==> config.mk <==
export PLATFORM = sky130hd
export DESIGN_NAME = wb_sram_bank_bridge_flat
export DESIGN_NICKNAME = d
export VERILOG_FILES = /design/src/rtl/wb_sram_bank_bridge_if.sv /design/src/rtl/wb_sram_bank_bridge.sv /design/src/flat_wrapper.sv
export SDC_FILE = /design/constraint.sdc
export NUM_CORES = 1
export LEC_CHECK = 0
export ABC_AREA = 1
export CAP_MARGIN = 20
export CORE_ASPECT_RATIO = 1.25
export CORE_MARGIN = 4
export CORE_UTILIZATION = 39
export DETAILED_ROUTE_END_ITERATION = 12
export PLACE_DENSITY_LB_ADDON = 0.05
export SYNTH_ARGS = -nofsm -noshare
export SYNTH_HDL_FRONTEND = slang
export SYNTH_SLANG_ARGS = --single-unit
==> constraint.sdc <==
create_clock -name wb_clk_i -period 1.8 [get_ports wb_clk_i]
set_input_delay 0.36 -clock wb_clk_i [delete_from_list [all_inputs] [get_ports wb_clk_i]]
set_output_delay 0.36 -clock wb_clk_i [all_outputs]
set_load 0.005 [all_outputs]
==> src/rtl/wb_sram_bank_bridge_if.sv <==
// Wishbone slave-side signal bundle between the management SoC bus and wb_sram_bank_bridge.
// The master modport is the bus side; the slave modport is the bridge side.
interface wb_sram_bank_bridge_if #(
  parameter int DATA_W = 32
);
  logic                wbs_cyc_i;
  logic                wbs_stb_i;
  logic                wbs_we_i;
  logic [DATA_W/8-1:0] wbs_sel_i;
  logic [31:0]         wbs_adr_i;
  logic [DATA_W-1:0]   wbs_dat_i;
  logic                wbs_ack_o;
  logic [DATA_W-1:0]   wbs_dat_o;
  logic                wbs_err_o;

  modport master (
    output wbs_cyc_i, wbs_stb_i, wbs_we_i, wbs_sel_i, wbs_adr_i, wbs_dat_i,
    input  wbs_ack_o, wbs_dat_o, wbs_err_o
  );

  modport slave (
    input  wbs_cyc_i, wbs_stb_i, wbs_we_i, wbs_sel_i, wbs_adr_i, wbs_dat_i,
    output wbs_ack_o, wbs_dat_o, wbs_err_o
  );
endinterface

==> src/rtl/wb_sram_bank_bridge.sv <==
// Wishbone slave driving NUM_BANKS single-port OpenRAM macros with registered csb/web/wmask.
// Optional macro WB_SRAM_BRIDGE_ERR_EN: out-of-range addresses return wbs_err_o instead of aliasing.
module wb_sram_bank_bridge #(
  parameter int NUM_BANKS = 2,
  parameter int ADDR_W    = 8,
  parameter int DATA_W    = 32,
  parameter int READ_LAT  = 2
) (
  input  logic                        wb_clk_i,
  input  logic                        wb_rst_ni,
  wb_sram_bank_bridge_if.slave        wbs,
  output logic [NUM_BANKS-1:0]        sram_csb0_o,
  output logic                        sram_web0_o,
  output logic [DATA_W/8-1:0]         sram_wmask0_o,
  output logic [ADDR_W-1:0]           sram_addr0_o,
  output logic [DATA_W-1:0]           sram_din0_o,
  input  logic [NUM_BANKS*DATA_W-1:0] sram_dout0_i,
  output logic                        busy_o
);

  localparam int BANK_W = (NUM_BANKS > 1) ? $clog2(NUM_BANKS) : 0;
  localparam int BSEL_W = (BANK_W > 0) ? BANK_W : 1;
  localparam int MAP_W  = ADDR_W + 2 + BANK_W;
  localparam int CNT_W  = 4;

  typedef enum logic [2:0] {
    IDLE,
    WRITE,
    RWAIT,
    ERRW,
    ACK
  } state_t;

  state_t            state;
  logic [BSEL_W-1:0] bank_in;
  logic [BSEL_W-1:0] bank_q;
  logic [CNT_W-1:0]  cnt;
  logic              req;
  logic              out_of_range;
  logic              unused_adr_bits;

  assign req    = wbs.wbs_cyc_i & wbs.wbs_stb_i;
  assign busy_o = (state != IDLE);

  generate
    if (BANK_W > 0) begin : g_bank
      assign bank_in = wbs.wbs_adr_i[ADDR_W+2 +: BANK_W];
    end else begin : g_nobank
      assign bank_in = '0;
    end
  endgenerate

`ifdef WB_SRAM_BRIDGE_ERR_EN
  assign out_of_range = (wbs.wbs_adr_i >> MAP_W) != 32'd0;
`else
  assign out_of_range = 1'b0;
`endif

  // Byte-offset bits, and the upper bits when aliasing, take no part in decoding.
  assign unused_adr_bits = ^{wbs.wbs_adr_i[31:MAP_W], wbs.wbs_adr_i[1:0]};

  // Strobes default back to idle every edge, so each accepted request gives exactly one macro cycle.
  always_ff @(posedge wb_clk_i or negedge wb_rst_ni) begin
    if (!wb_rst_ni) begin
      state         <= IDLE;
      bank_q        <= '0;
      cnt           <= '0;
      sram_csb0_o   <= '1;
      sram_web0_o   <= 1'b1;
      sram_wmask0_o <= '0;
      sram_addr0_o  <= '0;
      sram_din0_o   <= '0;
      wbs.wbs_ack_o <= 1'b0;
      wbs.wbs_err_o <= 1'b0;
      wbs.wbs_dat_o <= '0;
    end else begin
      sram_csb0_o   <= '1;
      sram_web0_o   <= 1'b1;
      sram_wmask0_o <= '0;
      wbs.wbs_ack_o <= 1'b0;
      wbs.wbs_err_o <= 1'b0;
      case (state)
        IDLE: begin
          if (req) begin
            bank_q       <= bank_in;
            sram_addr0_o <= wbs.wbs_adr_i[ADDR_W+1:2];
            sram_din0_o  <= wbs.wbs_dat_i;
            cnt          <= '0;
            if (out_of_range) begin
              state <= ERRW;
            end else begin
              sram_csb0_o   <= ~(NUM_BANKS'(1) << bank_in);
              sram_web0_o   <= ~wbs.wbs_we_i;
              sram_wmask0_o <= wbs.wbs_we_i ? wbs.wbs_sel_i : '0;
              state         <= wbs.wbs_we_i ? WRITE : RWAIT;
            end
          end
        end
        WRITE: begin
          if (!wbs.wbs_cyc_i) begin
            state <= IDLE;
          end else begin
            wbs.wbs_ack_o <= 1'b1;
            state         <= ACK;
          end
        end
        ERRW: begin
          if (!wbs.wbs_cyc_i) begin
            state <= IDLE;
          end else begin
            wbs.wbs_err_o <= 1'b1;
            state         <= ACK;
          end
        end
        RWAIT: begin
          // cnt == 0 marks the edge where the macro samples csb; the countdown starts there.
          if (!wbs.wbs_cyc_i) begin
            state <= IDLE;
          end else if (cnt == '0) begin
            cnt <= CNT_W'(READ_LAT);
          end else if (cnt == CNT_W'(1)) begin
            wbs.wbs_dat_o <= sram_dout0_i[bank_q*DATA_W +: DATA_W];
            wbs.wbs_ack_o <= 1'b1;
            state         <= ACK;
          end else begin
            cnt <= cnt - CNT_W'(1);
          end
        end
        ACK: begin
          state <= IDLE;
        end
        default: begin
          state <= IDLE;
        end
      endcase
    end
  end

`ifndef SYNTHESIS
  a_one_bank: assert property (@(posedge wb_clk_i) disable iff (!wb_rst_ni)
    $onehot0(~sram_csb0_o));
  a_ack_err_excl: assert property (@(posedge wb_clk_i) disable iff (!wb_rst_ni)
    !(wbs.wbs_ack_o && wbs.wbs_err_o));
  a_ack_pulse: assert property (@(posedge wb_clk_i) disable iff (!wb_rst_ni)
    wbs.wbs_ack_o |=> !wbs.wbs_ack_o);
  a_web_with_csb: assert property (@(posedge wb_clk_i) disable iff (!wb_rst_ni)
    !sram_web0_o |-> !(&sram_csb0_o));
`endif

endmodule
==> src/flat_wrapper.sv <==
// flat-port wrapper written by rule: the top's interface ports become plain ports
module wb_sram_bank_bridge_flat 
#(
  parameter int NUM_BANKS = 2,
  parameter int ADDR_W    = 8,
  parameter int DATA_W    = 32,
  parameter int READ_LAT  = 2
)
  (wb_clk_i, wb_rst_ni, sram_csb0_o, sram_web0_o, sram_wmask0_o, sram_addr0_o, sram_din0_o, sram_dout0_i, busy_o, wbs_wbs_cyc_i, wbs_wbs_stb_i, wbs_wbs_we_i, wbs_wbs_sel_i, wbs_wbs_adr_i, wbs_wbs_dat_i, wbs_wbs_ack_o, wbs_wbs_dat_o, wbs_wbs_err_o);
  wb_sram_bank_bridge_if #(.DATA_W(DATA_W)) wbs_i ();
  input  logic wb_clk_i;
  input  logic wb_rst_ni;
  output logic [NUM_BANKS-1:0] sram_csb0_o;
  output logic sram_web0_o;
  output logic [DATA_W/8-1:0] sram_wmask0_o;
  output logic [ADDR_W-1:0] sram_addr0_o;
  output logic [DATA_W-1:0] sram_din0_o;
  input  logic [NUM_BANKS*DATA_W-1:0] sram_dout0_i;
  output logic busy_o;
  input wire logic [$bits(wbs_i.wbs_cyc_i)-1:0] wbs_wbs_cyc_i;
  input wire logic [$bits(wbs_i.wbs_stb_i)-1:0] wbs_wbs_stb_i;
  input wire logic [$bits(wbs_i.wbs_we_i)-1:0] wbs_wbs_we_i;
  input wire logic [$bits(wbs_i.wbs_sel_i)-1:0] wbs_wbs_sel_i;
  input wire logic [$bits(wbs_i.wbs_adr_i)-1:0] wbs_wbs_adr_i;
  input wire logic [$bits(wbs_i.wbs_dat_i)-1:0] wbs_wbs_dat_i;
  output wire logic [$bits(wbs_i.wbs_ack_o)-1:0] wbs_wbs_ack_o;
  output wire logic [$bits(wbs_i.wbs_dat_o)-1:0] wbs_wbs_dat_o;
  output wire logic [$bits(wbs_i.wbs_err_o)-1:0] wbs_wbs_err_o;
  assign wbs_i.wbs_cyc_i = wbs_wbs_cyc_i;
  assign wbs_i.wbs_stb_i = wbs_wbs_stb_i;
  assign wbs_i.wbs_we_i = wbs_wbs_we_i;
  assign wbs_i.wbs_sel_i = wbs_wbs_sel_i;
  assign wbs_i.wbs_adr_i = wbs_wbs_adr_i;
  assign wbs_i.wbs_dat_i = wbs_wbs_dat_i;
  assign wbs_wbs_ack_o = wbs_i.wbs_ack_o;
  assign wbs_wbs_dat_o = wbs_i.wbs_dat_o;
  assign wbs_wbs_err_o = wbs_i.wbs_err_o;
  wb_sram_bank_bridge #(.NUM_BANKS(NUM_BANKS), .ADDR_W(ADDR_W), .DATA_W(DATA_W), .READ_LAT(READ_LAT)) u_core (.wb_clk_i(wb_clk_i), .wb_rst_ni(wb_rst_ni), .wbs(wbs_i), .sram_csb0_o(sram_csb0_o), .sram_web0_o(sram_web0_o), .sram_wmask0_o(sram_wmask0_o), .sram_addr0_o(sram_addr0_o), .sram_din0_o(sram_din0_o), .sram_dout0_i(sram_dout0_i), .busy_o(busy_o));
endmodule
==> results.py <==
metrics = {
    "pwr": {
        "power.density_nw_per_um2": 863,
        "peakVddDrop_mv": 0.572,
        "p_leak_nw": 3.10,
        "fin_total_pwr_mw": 5.53,
    },
    "setup_path": {
        "cp_top_family": "buffers and inverters",
        "crit_arrival_ns": 1.37,
        "cpPeakStageDelay_ns": 0.52,
        "critPathRequiredTime_ns": 1.44,
        "crit_fanout": 1,
        "path_buf_inv": 1,
        "slowest_stage": "clkdlybuf4s50_1",
        "worst_setup_path_end_kind": "output pin",
        "path_cells": "clkdlybuf4s50_1",
        "start_kind": "flop",
        "crit_type": "flop to output pin",
    },
    "worst_hold_path": {
        "hold_path.class": "primary input to asynchronous set/reset pin",
    },
    "synth": {
        "syn_nets": 579,
        "synth_area_leaders": "dfrtp_1, nand2_1, o211ai_1",
        "yosysSeqAreaShare": 0.559,
        "yosysTopAreaCell": "dfrtp_1",
        "ys.flop_type": "dfrtp_1",
        "synth_top_area_frac": 0.540,
        "ys_async_sr_fraction": 1.00,
        "netlist_area_um2": 3990,
        "syn_inst": 440,
        "synth.top_cells.by_count": "nand2_1, dfrtp_1, o21ai_0",
        "postSynthAreaPerCell_um2": 9.07,
        "synth-seq-cells": 89,
        "yosys_warnings": 0,
        "yosysMostFrequentCell": "nand2_1",
        "synth_edf_count": 0,
        "synth.distinct_cells": 27,
    },
    "placed_design": {
        "pre_cts_ws_ns": 0.0209,
        "dp_cells": 760,
        "hpwl_um": 8540,
        "placed_area_um2": 6110,
        "gp_congestion": 0.793,
        "io_buffer_count": 195,
    },
    "cells_and_area": {
        "syn_to_final_growth_pct": 60.6,
        "post-route-cell-area_um2": 6410,
        "seqCellArea_um2": 2230,
        "fin_nets": 782,
        "multiInputGateArea_um2": 1530,
        "num_antenna_cells": 0,
        "final_util": 0.637,
        "final_cells": 777,
        "n_fill_cell": 858,
        "final_layout_size_suffix_gt1_frac": 0.127,
    },
    "detailed_routing": {
        "viasPerCell": 4.73,
        "ant_nets": 0,
        "wirelength_um": 11200,
        "vias": 3679,
        "drcViolationCount": 0,
        "post_drt_wl_per_cell_um": 14.4,
        "first_pass_iters": 4,
        "first_iter_violations": 148,
    },
    "floorplanning": {
        "coreArea_um2": 10100,
        "rows": 41,
        "initial_core_util": 0.397,
        "chipHeight_um": 121,
        "die_area_um2": 11900,
        "io_pins": 219,
        "fp.dieW_um": 98.5,
    },
    "timing": {
        "hold_violations": 0,
        "rsz0062_at_grt": "no",
        "final-setup-viol-count": 0,
        "fin_ws_ns": 0.0725,
        "post-route-period-util": 0.960,
        "clock_skew_ns": 0.00593,
        "max_freq_mhz": 579,
        "slew_violations": 0,
        "hold_slack_ns": 0.440,
        "finalSetupTns_ns": 0,
        "worst_pin_slew_ns": 0.384,
        "fin_crit_ns": 1.73,
        "slew_headroom": 0.744,
    },
    "clocking": {
        "clock-sinks": 89,
        "cts_tree": "built",
        "insertion_delay_ns": 0.33,
        "cts_setup_buffers": 0,
        "clk_path_buf_depth": 2,
        "cts.clk_slew.worst_paths_ns": 0.06,
        "root_buffer": "clkbuf_16",
        "htree_num_levels": 3,
        "cts_buffers": 9,
    },
    "grt": {
        "grt_pass1_vias": 3723,
        "grt_first_pass_wirelength_um": 17900,
        "grt_max_degree": 39,
        "antenna_found_initial": 0,
        "grt_usage": 0.185,
        "grt_overflow_total": 0,
    },
    "flow_run": {
        "cap_violations": 0,
    },
    "run_status": {
        "outcome": "finished clean",
    },
}
-- kinds of logic after synthesis --
| kind of cell | synth area share |
|---|---|
| AOI/OAI and AO/OA | 0.110 |
| xor gates and xnor gates | 0.00220 |
| and+or+nand+nor | 0.264 |
| adders and majority gates | 0.00627 |
| DFF | 0.559 |
| buffers and inverters | 0.0577 |
-- routing by layer --
layer,routed length (µm),up-vias,share of wire,global-route usage
li1,-,1817,-,-
met1,4390,1716,0.39,0.209
met2,5660,133,0.51,0.328
met3,949,13,0.085,0.0535
met4,194,0,0.017,0.0692
met5,0,-,0,0
-- cell usage in the layout, fill, tap and decap left out, types with 4 or more instances in the layout --
cell type and instances:
clkdlybuf4s50_1 193, nand3_1 6, buf_4 19, o211ai_2 4
dfrtp_1 85, or2_2 27, inv_1 16, clkbuf_16 9
nand2_1 175, or2_1 6, o211ai_1 28, o21ai_0 36
nor2_1 12
-- final cells by class --
class,count,share of cell area
well taps,129,0.0252
multi-input cells,309,0.238
inverters,18,0.0105
repair buffers,216,0.333
flip-flops and latches,89,0.348
clock inverters,3,0.00234
clock buffers,13,0.0422
-- worst paths after layout --
path	end	startpoint	cells past startpoint	slack, ns
min in group wb_clk_i	u_core.sram_din0_o[21]	u_core.sram_din0_o[21]	2	0.47
worst max-delay path	sram_csb0_o[1]	u_core.sram_csb0_o[1]	1	0.07
worst max register to register	u_core.wbs.wbs_dat_o[24]	u_core.cnt[0]	7	0.19
worst min register to register	u_core.sram_din0_o[21]	u_core.sram_din0_o[21]	2	0.47
worst min-delay path	u_core.wbs.wbs_dat_o[20]	wb_rst_ni	2	0.44
max in group asynchronous	u_core.sram_web0_o	wb_rst_ni	3	0.76
-- power by group --
group	internal [mW]	switching (mW)	leakage, nW
registers	2.24	0.131	1.16
logic	0.813	0.585	1.79
clock network	1.04	0.716	0.145
-- sequential cells by signal, indices dropped and copies added (netlist names) --
signal and cells:
u_core.sram_csb0_o 2, u_core.sram_web0_o 1, u_core.sram_wmask0_o 4, u_core.wbs.wbs_err_o 1, u_core.sram_addr0_o 8, u_core.wbs.wbs_ack_o 1, u_core.bank_q 1, u_core.state 3
u_core.wbs.wbs_dat_o 32, u_core.sram_din0_o 32, u_core.cnt 4
-- what timing repair did --
item	CTS	global route
setup endpoints to repair	1	0
endpoints found under the hold margin	15	0
resized for setup	2	0
hold buffers	1	0
-- worst reg2reg max path: stages (launching register included) --
cell and delay [ns]:
dfrtp_1 0.40, inv_1 0.09, ha_1 0.24, inv_1 0.12
nand3_4 0.15, buf_4 0.24, o21ai_0 0.18, nand2_1 0.07
(Power assumes the default switching activity.)
